<file path="src/rtl/ppfifo_stream_writer_if.sv">
// Bundle of the stream-side handshake and the ping-pong FIFO write port.
// The master side is the producer/FIFO environment; the slave side is the writer.
interface ppfifo_stream_writer_if #(
  parameter int DATA_WIDTH = 32
);
  logic                  i_valid;
  logic                  i_ready;
  logic [DATA_WIDTH-1:0] i_data;
  logic                  i_last;
  logic [1:0]            write_ready;
  logic [1:0]            write_activate;
  logic [23:0]           write_fifo_size;
  logic                  write_strobe;
  logic [DATA_WIDTH-1:0] write_data;
  logic [23:0]           o_count;

  modport master (
    output i_valid, i_data, i_last, write_ready, write_fifo_size,
    input  i_ready, write_activate, write_strobe, write_data, o_count
  );

  modport slave (
    input  i_valid, i_data, i_last, write_ready, write_fifo_size,
    output i_ready, write_activate, write_strobe, write_data, o_count
  );
endinterface

</file>
<file path="src/rtl/ppfifo_stream_writer.sv">
// Producer-side adapter: claims one free ping-pong buffer at a time, streams
// words into it, and releases it when full, on a last marker, or after an
// idle timeout with a partially filled buffer.
module ppfifo_stream_writer #(
  parameter int DATA_WIDTH   = 32,
  parameter int IDLE_TIMEOUT = 16
) (
  input logic                   clk,
  input logic                   rst,
  ppfifo_stream_writer_if.slave bus
);
  localparam int unsigned IW = $clog2(IDLE_TIMEOUT + 1);
  // Release is decided on the edge where the counter would reach IDLE_TIMEOUT,
  // so the claim drops IDLE_TIMEOUT+1 cycles after the last strobe.
  localparam logic [IW-1:0] IDLE_LAST = IW'(IDLE_TIMEOUT - 1);

  typedef enum logic [1:0] {
    IDLE,
    ACTIVE,
    RELEASE
  } state_t;

  state_t      state;
  logic        ready_q;
  logic [1:0]  activate_q;
  logic        last_used;
  logic [23:0] count_q;
  logic [23:0] size_q;
  logic [IW-1:0] idle_cnt;

  logic strobe;
  logic word_ends;
  logic claim_buf;

  assign strobe    = bus.i_valid & ready_q;
  assign word_ends = strobe & (((count_q + 24'd1) == size_q) | bus.i_last);

  assign bus.i_ready        = ready_q;
  assign bus.write_activate = activate_q;
  assign bus.write_strobe   = strobe;
  assign bus.write_data     = DATA_WIDTH'(bus.i_data);
  assign bus.o_count        = count_q;

  // Buffer selection: a lone free buffer wins, otherwise alternate.
  always_comb begin
    claim_buf = ~last_used;
    case (bus.write_ready)
      2'b01:   claim_buf = 1'b0;
      2'b10:   claim_buf = 1'b1;
      default: claim_buf = ~last_used;
    endcase
  end

  // Claim / fill / release sequencing with registered claim and ready outputs.
  always_ff @(posedge clk or posedge rst) begin
    if (rst) begin
      state      <= IDLE;
      ready_q    <= 1'b0;
      activate_q <= '0;
      last_used  <= 1'b1;
      count_q    <= '0;
      size_q     <= '0;
      idle_cnt   <= '0;
    end else begin
      case (state)
        IDLE: begin
          if (bus.write_ready != 2'b00 && bus.write_fifo_size != '0) begin
            state      <= ACTIVE;
            ready_q    <= 1'b1;
            activate_q <= claim_buf ? 2'b10 : 2'b01;
            last_used  <= claim_buf;
            count_q    <= '0;
            size_q     <= bus.write_fifo_size;
            idle_cnt   <= '0;
          end
        end
        ACTIVE: begin
          if (strobe) begin
            count_q  <= count_q + 24'd1;
            idle_cnt <= '0;
            if (word_ends) begin
              state      <= RELEASE;
              ready_q    <= 1'b0;
              activate_q <= '0;
            end
          end else begin
            if (idle_cnt != IDLE_LAST) begin
              idle_cnt <= idle_cnt + 1'b1;
            end
            if (idle_cnt == IDLE_LAST && count_q != '0) begin
              state      <= RELEASE;
              ready_q    <= 1'b0;
              activate_q <= '0;
            end
          end
        end
        RELEASE: begin
          state <= IDLE;
        end
        default: begin
          state <= IDLE;
        end
      endcase
    end
  end
endmodule

</file>
<file path="src/flat_wrapper.sv">
// flat-port wrapper written by rule: the top's interface ports become plain ports
module ppfifo_stream_writer_flat 
#(
  parameter int DATA_WIDTH   = 32,
  parameter int IDLE_TIMEOUT = 16
)
  (clk, rst, bus_i_valid, bus_i_data, bus_i_last, bus_write_ready, bus_write_fifo_size, bus_i_ready, bus_write_activate, bus_write_strobe, bus_write_data, bus_o_count);
  ppfifo_stream_writer_if #(.DATA_WIDTH(DATA_WIDTH)) bus_i ();
  input logic clk;
  input logic rst;
  input wire logic [$bits(bus_i.i_valid)-1:0] bus_i_valid;
  input wire logic [$bits(bus_i.i_data)-1:0] bus_i_data;
  input wire logic [$bits(bus_i.i_last)-1:0] bus_i_last;
  input wire logic [$bits(bus_i.write_ready)-1:0] bus_write_ready;
  input wire logic [$bits(bus_i.write_fifo_size)-1:0] bus_write_fifo_size;
  output wire logic [$bits(bus_i.i_ready)-1:0] bus_i_ready;
  output wire logic [$bits(bus_i.write_activate)-1:0] bus_write_activate;
  output wire logic [$bits(bus_i.write_strobe)-1:0] bus_write_strobe;
  output wire logic [$bits(bus_i.write_data)-1:0] bus_write_data;
  output wire logic [$bits(bus_i.o_count)-1:0] bus_o_count;
  assign bus_i.i_valid = bus_i_valid;
  assign bus_i.i_data = bus_i_data;
  assign bus_i.i_last = bus_i_last;
  assign bus_i.write_ready = bus_write_ready;
  assign bus_i.write_fifo_size = bus_write_fifo_size;
  assign bus_i_ready = bus_i.i_ready;
  assign bus_write_activate = bus_i.write_activate;
  assign bus_write_strobe = bus_i.write_strobe;
  assign bus_write_data = bus_i.write_data;
  assign bus_o_count = bus_i.o_count;
  ppfifo_stream_writer #(.DATA_WIDTH(DATA_WIDTH), .IDLE_TIMEOUT(IDLE_TIMEOUT)) u_core (.clk(clk), .rst(rst), .bus(bus_i));
endmodule
</file>
<file path="config.mk">
export PLATFORM = sky130hd
export DESIGN_NAME = ppfifo_stream_writer_flat
export DESIGN_NICKNAME = d
export VERILOG_FILES = /design/src/rtl/ppfifo_stream_writer_if.sv /design/src/rtl/ppfifo_stream_writer.sv /design/src/flat_wrapper.sv
export SDC_FILE = /design/constraint.sdc
export NUM_CORES = 1
export LEC_CHECK = 0
export CORE_ASPECT_RATIO = 0.8
export CORE_MARGIN = 2
export CORE_UTILIZATION = 45
export DETAILED_ROUTE_END_ITERATION = 10
export DONT_BUFFER_PORTS = 1
export PLACE_DENSITY_LB_ADDON = 0.08
export SYNTH_ARGS = -nofsm -noshare
export SYNTH_HDL_FRONTEND = slang
export SYNTH_SLANG_ARGS = --single-unit
</file>
<file path="constraint.sdc">
create_clock -name clk -period 4.2 [get_ports clk]
set_clock_uncertainty 0.05 [all_clocks]
set_input_delay 0.63 -clock clk [delete_from_list [all_inputs] [get_ports clk]]
set_output_delay 0.63 -clock clk [all_outputs]
set_load 0.01 [all_outputs]
</file>
==> reports/summary.txt <==
number of H-tree levels: 3
startpoint types: flop
share of cells above drive strength 1: 13.10%
post-route setup slack: 0.8063 ns
area leader, netlist: dfrtp_1
Bufs on Longest Clock Path: 2
area delta synth->final: 3.556%
WP data arrival: 3.61 ns
drt initial violations: 356
WP data required: 4.42 ns
RSZ-0062 raised after global routing: false
number of synthesized flops with an enable pin: 0
Die Footprint: 10010 um2
final-report setup violation count: 0
Adder-Cell Fraction of Synth Area: 1.808%
simple-gate share of the synthesized area: 24.14%
Finished Layout Cells: 535
Routability Congestion: 0.8955
register area share after synthesis: 35.59%
highest clock rate: 0.2947 GHz
I/O Buffers: 0
Post-Synth XOR/XNOR Area: 6.661%
grt total ovfl: 0
Compound-Gate Fraction of Synth Area: 15.28%
ANT nets after route: 0
initial antenna violation count: 0
Num CTS Buffers: 9
most common cell in the netlist: dfrtp_1
DP HPWL: 8800 um
ant diodes: 0
FILL cells: 905
Synth cell types: 60
largest net degree at the start of global routing: 60
via/cell ratio: 6.325
endpoint class of the critical path: flop
Die X: 111.4 um
Cells after Synth: 460
CTS Sinks: 59
CP cell instances: nand4_1 > nor4_1 > or4b_1 > a2111oi_0 > nand4b_1 > o21ai_1 > and2_1
fraction of synthesized area in multiplexers: 6.751%
Syn. warnings: 0
Mean Syn Cell Area: 9.025 um2
CTS Hold Bufs: 0
HP Class: primary input to async pin
relative slew slack: 47.66%
core area: 8999 um2
Final period util: 80.80%
Hold Vio Cnt, Final: 0
Worst Path Class, Setup: flop to flop
worst slack, placed: 0.9185 ns
crit path max fanout: 12
Total Wirelength: 11880 um
root buffer cell: clkbuf_16
Slowest cell on crit path: dfrtp_1
Residual DRC: 0
fraction of registers with async set/reset: 100.0%
Syn Std Cell Area: 4151 um2
pwr dens: 624.8 nW/um2
min Tclk post-route: 3.394 ns
post-synth top area share: 34.96%
Max-Cap Viols: 0
drt first pass iters: 5
#FFs+latches synth: 59
worst skew pair latency: 0.33 ns
Lkg Pwr: 1.583 nW
I/O pin count: 122
cts repair resizes: 0
via count: 3384
Tot Pwr: 2.686 mW
Layout Nets: 483
Syn Nets: 528
fin util: 47.78%
outcome: completed
max incr delay on CP: 0.63 ns
Commonest cells post-synth: 58 x dfrtp_1, 42 x o21ai_0, 39 x nand2_1, 33 x buf_4, 24 x mux2_2
clk slew on worst S/H paths: 0.05 ns
Final Slew Violations: 0
setup_tns: 0 ns
Die Y: 89.91 um
ys flop type: dfrtp_1
gr usage total: 24.45%
row cnt: 31
initial core utilization: 46.13%
global-route wire length before repair: 18980 um
main combinational cell family by area after synthesis: simple AND/OR/NAND/NOR gates
CTS tree: done
mean routed wirelength per cell: 22.21 um
largest cells by area after synthesis: dfrtp_1 35%, mux2_2 6.5%, buf_4 6.0%
DP Cell Count: 519
Post-CTS Setup Repair Bufs: 0
Worst Tran Pin Value: 0.7780 ns
vias in the first global route: 3300
Peak VDD IR: 0.3606 mV
## cells in the final DEF (no fill, tap or decap), types with 6 or more instances in the layout
cell type	instances
nor2_1	21
nor3_1	9
nand2_1	39
nand3b_1	6
nand3_1	11
inv_1	10
xor2_1	9
xnor2_1	20
ha_1	6
a21oi_1	7
a31oi_1	6
o21ai_0	42
dfrtp_1	58
nand4_1	14
nor4_1	22
clkbuf_16	9
mux2_2	24
o31ai_1	11
## where the power goes
part           internal [mW]  leakage, nW  switching [mW]
combinational          0.423        0.673           0.511
sequential             0.741        0.755           0.201
clock                  0.535        0.155           0.275
total                   1.70         1.58           0.987
## metal layers
metal,part of all wire (%),track usage [%]
met3,10,8.631
met4,2.5,9.774
met5,0,0
met1,49,36.79
met2,38,31.35
## critical path, delay by kind of cell (launching register included)
kind | cells | cell delay (ns)
AOI/OAI and AO/OA | 2 | 0.73
and+or+nand+nor | 5 | 1.92
DFF | 1 | 0.63
## state kept, by name (all words and copies together), names as in the netlist
register	count
u_core.idle_cnt	5
u_core.bus.write_activate	2
u_core.bus.o_count	24
u_core.state	2
u_core.size_q	24
u_core.bus.i_ready	1
u_core.last_used	1
## per-stage QoR
| step | hold slack, ns | cell area (um2) |
|---|---|---|
| after global routing | 0.3390 | 4299 |
| after floorplan | 0.4238 | 4151 |
| after detailed placement | 0.4679 | 3971 |
| after CTS | 0.3351 | 4299 |
| final | 0.3418 | 4299 |
| after global placement | 0.4602 | 3971 |
## worst paths after layout
path	endpoint	cells after the start	slack, ns	startpoint
worst max-delay path	u_core.state[1]	7	0.81	u_core.bus.o_count[3]
worst min-delay path	u_core.size_q[20]	2	0.34	rst
worst max register to register	u_core.state[1]	7	0.81	u_core.bus.o_count[3]
worst min register to register	u_core.last_used	2	0.47	u_core.last_used
max in group asynchronous	u_core.bus.o_count[12]	2	3.25	rst
min in group clk	u_core.state[0]	1	0.35	bus_i_last
## cell type report
cell class | instances | area (um2) | share of cell area [%]
Multi-Input combinational cell | 329 | 2271 | 52.82
Sequential cell | 59 | 1478 | 34.37
Clock buffer | 10 | 239.0 | 5.559
Tap cell | 115 | 143.9 | 3.347
Clock inverter | 6 | 88.84 | 2.066
Inverter | 11 | 41.29 | 0.9604
Timing Repair Buffer | 5 | 37.54 | 0.8731
## cells by family after synthesis
logic type	Yosys count
buffers and inverters	72
flip-flops	59
AO/OA/AOI/OAI	97
multiplexers	25
adder cells (fa/ha/maj)	6
AND/OR/NAND/NOR	171
XOR/XNOR	30
(Power assumes the default switching activity.)
